`src/rtl/alu_issue_pkg.sv`:
```
// Shared types and constants for the ALU operand issue / writeback stage.
// The optional zero flag is enabled by defining ZERO_FLAG_EN.
package alu_issue_pkg;

  localparam int DATA_W_DEF    = 4;
  localparam int REG_COUNT_DEF = 4;
  localparam int SEL_W_DEF     = 2;

  typedef enum logic [1:0] {
    IDLE  = 2'd0,
    ISSUE = 2'd1,
    WB    = 2'd2
  } state_e;

  // Arithmetic-unit B-path selections
  localparam logic [1:0] SEL_ZERO = 2'b00;
  localparam logic [1:0] SEL_B    = 2'b01;
  localparam logic [1:0] SEL_NOTB = 2'b10;
  localparam logic [1:0] SEL_ONES = 2'b11;

endpackage

```
`src/rtl/alu_regfile.sv`:
```
// Register file: two combinational operand read ports, one debug read port,
// one synchronous write port, all entries cleared on reset.
module alu_regfile
  import alu_issue_pkg::*;
#(
  parameter  int DATA_W    = DATA_W_DEF,
  parameter  int REG_COUNT = REG_COUNT_DEF,
  localparam int REG_AW    = $clog2(REG_COUNT)
) (
  input  logic              clk,
  input  logic              rst,
  input  logic [REG_AW-1:0] ra_idx,
  input  logic [REG_AW-1:0] rb_idx,
  input  logic [REG_AW-1:0] dbg_idx,
  input  logic              wr_en,
  input  logic [REG_AW-1:0] wr_idx,
  input  logic [DATA_W-1:0] wr_data,
  output logic [DATA_W-1:0] ra_data,
  output logic [DATA_W-1:0] rb_data,
  output logic [DATA_W-1:0] dbg_data
);

  logic [DATA_W-1:0] regs [REG_COUNT];

  always_ff @(posedge clk) begin
    if (rst) begin
      for (int i = 0; i < REG_COUNT; i++) regs[i] <= '0;
    end else if (wr_en) begin
      regs[wr_idx] <= wr_data;
    end
  end

  assign ra_data  = regs[ra_idx];
  assign rb_data  = regs[rb_idx];
  assign dbg_data = regs[dbg_idx];

endmodule

```
`src/rtl/alu_operand_issue.sv`:
```
// Issue/writeback stage around the arithmetic unit: IDLE accepts and registers
// operands, ISSUE lets the unit settle, WB writes G/C back. Optional ZERO_FLAG_EN.
module alu_operand_issue
  import alu_issue_pkg::*;
#(
  parameter  int DATA_W    = DATA_W_DEF,
  parameter  int REG_COUNT = REG_COUNT_DEF,
  parameter  int SEL_W     = SEL_W_DEF,
  localparam int REG_AW    = $clog2(REG_COUNT)
) (
  input  logic              clk,
  input  logic              rst,
  input  logic              instr_valid,
  output logic              instr_ready,
  input  logic [SEL_W-1:0]  instr_sel,
  input  logic [REG_AW-1:0] instr_rd,
  input  logic [REG_AW-1:0] instr_ra,
  input  logic [REG_AW-1:0] instr_rb,
  input  logic              instr_usec,
  output logic [DATA_W-1:0] alu_a,
  output logic [DATA_W-1:0] alu_b,
  output logic              alu_cin,
  output logic [SEL_W-1:0]  alu_sel,
  input  logic [DATA_W-1:0] alu_g,
  input  logic              alu_cout,
  output logic              done,
  output logic              c_flag,
  input  logic [REG_AW-1:0] rd_dbg_idx,
  output logic [DATA_W-1:0] rd_dbg_data
`ifdef ZERO_FLAG_EN
  ,
  output logic              z_flag
`endif
);

  state_e            state, state_nxt;
  logic              accept;
  logic              wb;
  logic [REG_AW-1:0] rd_p0;
  logic [DATA_W-1:0] ra_data, rb_data;

  alu_regfile #(
    .DATA_W    (DATA_W),
    .REG_COUNT (REG_COUNT)
  ) u_regfile (
    .clk      (clk),
    .rst      (rst),
    .ra_idx   (instr_ra),
    .rb_idx   (instr_rb),
    .dbg_idx  (rd_dbg_idx),
    .wr_en    (wb),
    .wr_idx   (rd_p0),
    .wr_data  (alu_g),
    .ra_data  (ra_data),
    .rb_data  (rb_data),
    .dbg_data (rd_dbg_data)
  );

  always_ff @(posedge clk) begin
    if (rst) state <= IDLE;
    else     state <= state_nxt;
  end

  always_comb begin
    state_nxt = state;
    case (state)
      IDLE:    if (instr_valid) state_nxt = ISSUE;
      ISSUE:   state_nxt = WB;
      WB:      state_nxt = IDLE;
      default: state_nxt = IDLE;
    endcase
  end

  always_comb begin
    instr_ready = (state == IDLE);
    done        = (state == WB);
    accept      = instr_valid && (state == IDLE);
    wb          = (state == WB);
  end

  // Accept boundary: operands are sampled here, so a same-instruction rd hazard sees the old value
  always_ff @(posedge clk) begin
    if (rst) begin
      alu_a   <= '0;
      alu_b   <= '0;
      alu_cin <= 1'b0;
      alu_sel <= '0;
      rd_p0   <= '0;
    end else if (accept) begin
      alu_a   <= ra_data;
      alu_b   <= rb_data;
      alu_cin <= instr_usec & c_flag;
      alu_sel <= instr_sel;
      rd_p0   <= instr_rd;
    end
  end

  // Writeback boundary: carry-out lands only in the flag
  always_ff @(posedge clk) begin
    if (rst)     c_flag <= 1'b0;
    else if (wb) c_flag <= alu_cout;
  end

`ifdef ZERO_FLAG_EN
  function automatic logic is_zero(input logic [DATA_W-1:0] v);
    return (v == '0);
  endfunction

  always_ff @(posedge clk) begin
    if (rst)     z_flag <= 1'b0;
    else if (wb) z_flag <= is_zero(alu_g);
  end
`endif

endmodule

```
`config.mk`:
```
export PLATFORM = sky130hd
export DESIGN_NAME = alu_operand_issue
export DESIGN_NICKNAME = d
export VERILOG_FILES = /design/src/rtl/alu_issue_pkg.sv /design/src/rtl/alu_regfile.sv /design/src/rtl/alu_operand_issue.sv
export SDC_FILE = /design/constraint.sdc
export NUM_CORES = 1
export LEC_CHECK = 0
export BUFFER_PORTS_ARGS = -buffer_cell sky130_fd_sc_hd__buf_4
export CAP_MARGIN = 20
export CORE_MARGIN = 8
export CORE_UTILIZATION = 45
export DETAILED_ROUTE_END_ITERATION = 8
export GPL_ROUTABILITY_DRIVEN = 0
export PLACE_DENSITY = 0.71
export SYNTH_ARGS = -nofsm -noshare
export SYNTH_HDL_FRONTEND = slang
export SYNTH_SLANG_ARGS = --single-unit
```
`constraint.sdc`:
```
create_clock -name clk -period 1.2 [get_ports clk]
set_input_delay 0.06 -clock clk [delete_from_list [all_inputs] [get_ports clk]]
set_output_delay 0.06 -clock clk [all_outputs]
set_load 0.02 [all_outputs]
```
### Yosys cells after proc, flatten, opt, wreduce, memory -nomap -nowiden

Memories as Yosys holds them, arrays and structs flattened. A register that Yosys moved wholly into a read port is not among the register bits.
Cells that the tools add are included.

* bits in writable memories: 16
* logic and storage cells: 23
* output and inout port bits: 18
* bits in registers: 8
* memories: 1
* bits of input ports: 19

Memories
* u_regfile.regs: depth 4, width 4, rd ports 3, clocked after memory_dff 2, wr ports 4, RTL line alu_regfile.sv:23 `logic [DATA_W-1:0] regs [REG_COUNT];`

* multiplexer cells: 10
* equal/unequal tests: 3
* bitwise gates (word level): 1
* reduce and logical (&&, ||, !) cells: 3

Operators with widths (count)
* $mux W1: 6
* $mux W2: 2
* $mux W4: 1
* $pmux W2 S2: 1
* $reduce_or A4 Y1: 1
* $eq A2 B1 Y1 const B: 1
* $eq A2 B2 Y1 const B: 1
* $logic_not A2 Y1: 1
* $ne A2 B2 Y1 const B: 1
* $and A1 B1 Y1: 1
* $logic_and A1 B1 Y1: 1

### Longest topological paths before layout

* depth after elaboration: 6
* mapped depth: 5
* depth with buffers taken out: 3

### Modules after synthesis

A second synthesis with hierarchy kept.

* cells, all modules: 123
* area, all modules: 1557.7 um2

Modules (own cells, without submodules)
* alu_regfile: seq. area each 480.5 um2, area an instance 985.9 um2, cells each 55, instances 1
* alu_operand_issue: seq. area each 320.3 um2, area an instance 571.8 um2, cells each 68, instances 1

### Least setup slack after synthesis

OpenSTA, ideal clock, no wires.

* kind: register to register
* start point: reg state[1]
* end point: mem u_regfile.regs[3][0] (netlist bit) (enable)
* data required time: 0.900 ns
* path slack: -0.248 ns
* period minus slack after synthesis: 1.448 ns
* arrival time: 1.148 ns
* stages on the path, launching flop included: 3
* cells stage by stage: dfxtp_1 > nor2b_1 > a31o_2

RTL lines
* from (decl): RTL line alu_operand_issue.sv:36 `state_e state, state_nxt;`
* from (signal assigned): RTL line alu_operand_issue.sv:61 `else state <= state_nxt;`
* to (decl): RTL line alu_regfile.sv:23

==> summary.txt <==
CTS
  • Clock input transition at the sequential cells of the worst setup and hold paths: ~100 ps
  • Clk buf depth: 2
  • Clock insertion delay at the later pin of the skew report: 320 ps
  • Number of levels in the clock H-tree: 2
  • CTS buffer count: 5
  • Clock Root Buffer: clkbuf_4
  • TritonCTS sink count: 32
  • TritonCTS clock tree: done

Pwr
  • Maximum vdd ir drop: roughly 0.64 mV
  • Part of the power in combinational logic: 21.1%
  • Reg power frac: 50.3%
  • Power density over cell area: ~1000 nW/µm²
  • Internal power: 1.83 mW
  • Leak pwr: about 0.94 nW
  • Proportion of power drawn by the clock network: 28.7%
  • Switching share of total power: between 20% and 30%
  • Switching pwr: ~0.63 mW

Floorplanning
  • Area inside the core boundary: 3260 µm²
  • Ports placed on the boundary: 37
  • DIE WIDTH: 73.6 µm
  • Cell Rows: 21
  • Starting density of the core: 45.8%
  • Die Y-Extent: around 74 µm
  • Area of the die: 5410 µm²

Worst setup path
  • Largest incremental delay on the critical path: 500 ps
  • Critical-path cell list: mux4_2, buf_6
  • Worst EP required: 1140 ps
  • Number of buffers and inverters on the critical path: 1
  • Type of origin of the critical path: flip-flop
  • Levels on crit path: 2
  • Category of the worst setup path capture point: output pin
  • Worst Reg2Reg Path Length in Cells: 4
  • Flop-to-flop setup slack: -60 ps
  • Master of the slowest instance on the critical path: mux4_2
  • CP max FO: 3
  • Endpoint of the worst-slack reg-to-reg timing path: u_regfile.regs[1][0]
  • Worst r2r src: state[1]
  • Gate family responsible for the most delay along the worst path: multiplexers
  • Class of the most critical setup path: flip-flop to output pin
  • Worst Path Arrival: 1400 ps

Route
  • Number of search-and-repair iterations in the first detailed-routing pass: 4
  • Via density per instance: 5.20
  • Wirelength, routed: just under 4000 µm
  • Detailed router's first-iteration violation count: roughly 40
  • Mean routed wirelength per cell: 16.6 µm
  • Total via count in the routed design: 1221
  • Number of nets with antenna violations after detailed routing: 0
  • Post-route DRC: 0

Finish
  • Antenna Cells: 0
  • Growth of design area from synthesis to finish: 57.7%
  • Total number of nets in the final design: about 210
  • Core Util, Final: 72.2%
  • Proportion of layout cells with a drive suffix above 1: 64.0%

Synth
  • Share of synthesized area occupied by flip-flops and latches: 53.7%
  • Most used standard cell by instance count after synthesis: nand2_1
  • Leading cell types by total area after synthesis: edfxtp_1 (32%), dfxtp_1 (21%), mux4_2 (18%)
  • Number of synthesized register bits: 32
  • EDFF count, synth: 16
  • Async set or reset register ratio after synthesis: 0%
  • Synth top cells by count: nand2_1 (26), and2_1 (16), dfxtp_1 (16), edfxtp_1 (16), a21oi_1 (13)
  • Dominant synthesized flop cell: edfxtp_1
  • Number of unique standard cell types used by synthesis: 21
  • Post-synthesis net count: 141
  • Post-Synthesis Cell Area: 1490 µm²
  • Top cell type by total area after synthesis: edfxtp_1
  • Synth Warn #: 0
  • Mean area per synthesized cell: 12.2 µm²
  • Fraction of post-synthesis cell area in the top cell type by area: around a third
  • Syn Inst Count: 122

Status
  • Violated checks: negative setup slack
  • Run status: finished with violations

Global routing
  • Overflow after GRT: 0
  • Pin count of the biggest net entering global routing: 16
  • Number of antenna violations at the first check in global routing: 0
  • Global-route wire length before repair: 5890 µm
  • Overall global routing resource usage: 14.2%
  • Number of global-route vias before repair: between 1000 and 1500

Hold path
  • Depth of the worst hold-timing path: 2
  • HP Start: alu_g[3]
  • Class of the tightest hold or removal check: primary input to flip-flop
  • Hold Path Sink: u_regfile.regs[1][3]

STA
  • Worst clock skew: 11.0 ps
  • Final Cycle Share: 121%
  • Unrepaired setup endpoints after global routing: true
  • Max-slew headroom: 82.6%
  • Crit path time final: around 1500 ps
  • Final count of hold timing violations: 0
  • Min setup slack post-route: -256 ps
  • Max Clk Rate: 687 MHz
  • Hold Slack: 34.4 ps
  • Count of final setup violators: 27
  • Total negative slack for setup checks: -1900 ps
  • Number of max-slew violations in the final report: 0
  • Measured slew at the worst slew-check pin: about 260 ps

Placement
  • I/O Buffers: 36
  • Placed wire-length estimate after detailed placement: about 2600 µm

Run
  • Max-capacitance violation count: 0
-- what timing repair did --
action,4_1_cts,5_1_grt
endpoints found under the hold margin,7,0
pin swaps,4,20
hold buffers,7,0
setup endpoints to repair,14,35
gates cloned,0,2
gates resized for setup,17,51
buffers inserted,2,5
-- power by group through the flow --
stage               registers, mW  logic (mW)  clock network, mW
detailed placement           1.26       0.375                  0
CTS                          1.23       0.423              0.723
global route                 1.24       0.552              0.767
finish                       1.24       0.518              0.704
floorplan                    1.28       0.176                  0
global placement             1.25       0.370                  0
-- registers in the layout (all words and copies together), names as in the netlist --
signal,cells
alu_a,4
alu_b,4
alu_cin,1
alu_sel,2
c_flag,1
rd_p0,2
state,2
u_regfile.regs,16
-- per-layer routing --
| layer | routed length, µm | share of wire (%) | vias to the layer above | track usage (%) |
|---|---|---|---|---|
| met2 | 2100 | 54 | 34 | 24.2 |
| met3 | 242 | 6.2 | 5 | 4.77 |
| met1 | 1520 | 39 | 602 | 15.7 |
| li1 | - | - | 580 | - |
| met4 | 36 | 0.92 | 0 | 5.99 |
| met5 | 0 | 0 | - | 0 |
-- kinds of logic after synthesis --
logic type             after synthesis  share of synthesized area (%)
DFF                                 32                           53.7
muxes                               13                           18.8
and+or+nand+nor                     58                           20.6
AOI/OAI and AO/OA                   14                           4.95
buffers and inverters                5                           1.93
-- area by class of cell --
class                      instances  area, µm²
fill                             244        906
tap                               46       57.6
sequential                        32        811
clock inverter                     1       5.00
timing repair buffer              64        562
clock buffer                       7       66.3
multi-input combinational         85        851
-- metrics by stage --
stage	cell area (µm²)	setup WS (ps)	power [mW]	std cells
final	2350	-256	2.46	235
after global routing	2350	-324	2.56	235
after CTS	2130	-271	2.38	228
after detailed placement	1900	-23.8	1.63	211
after global placement	1900	14.6	1.62	211
after floorplan	1510	-57.1	1.45	122
-- placed cells by master, fill, tap and decap left out, drive strengths merged, types with 2 or more instances in the layout --
cell type / instances
buf: 57
nand2: 26
edfxtp: 16
and2: 16
dfxtp: 16
a21oi: 13
mux4: 12
dlygate4sd3: 7
clkbuf: 7
nor2: 3
or2: 3
nor2b: 2
nor4: 2
nor3b: 2
-- how the worst max path moves through the flow --
stage | start | endpoint | slack (ps)
finish | u_regfile.regs[2][1] | rd_dbg_data[1] | -260
global route | u_regfile.regs[3][0] | rd_dbg_data[0] | -320
CTS | u_regfile.regs[2][1] | rd_dbg_data[1] | -270
detailed placement | rd_p0[0] | u_regfile.regs[0][0] | -20
global placement | rd_p0[0] | u_regfile.regs[2][2] | 10
floorplan | rd_p0[0] | u_regfile.regs[2][0] | -60
No activity file was read; power rests on OpenSTA's default activity.
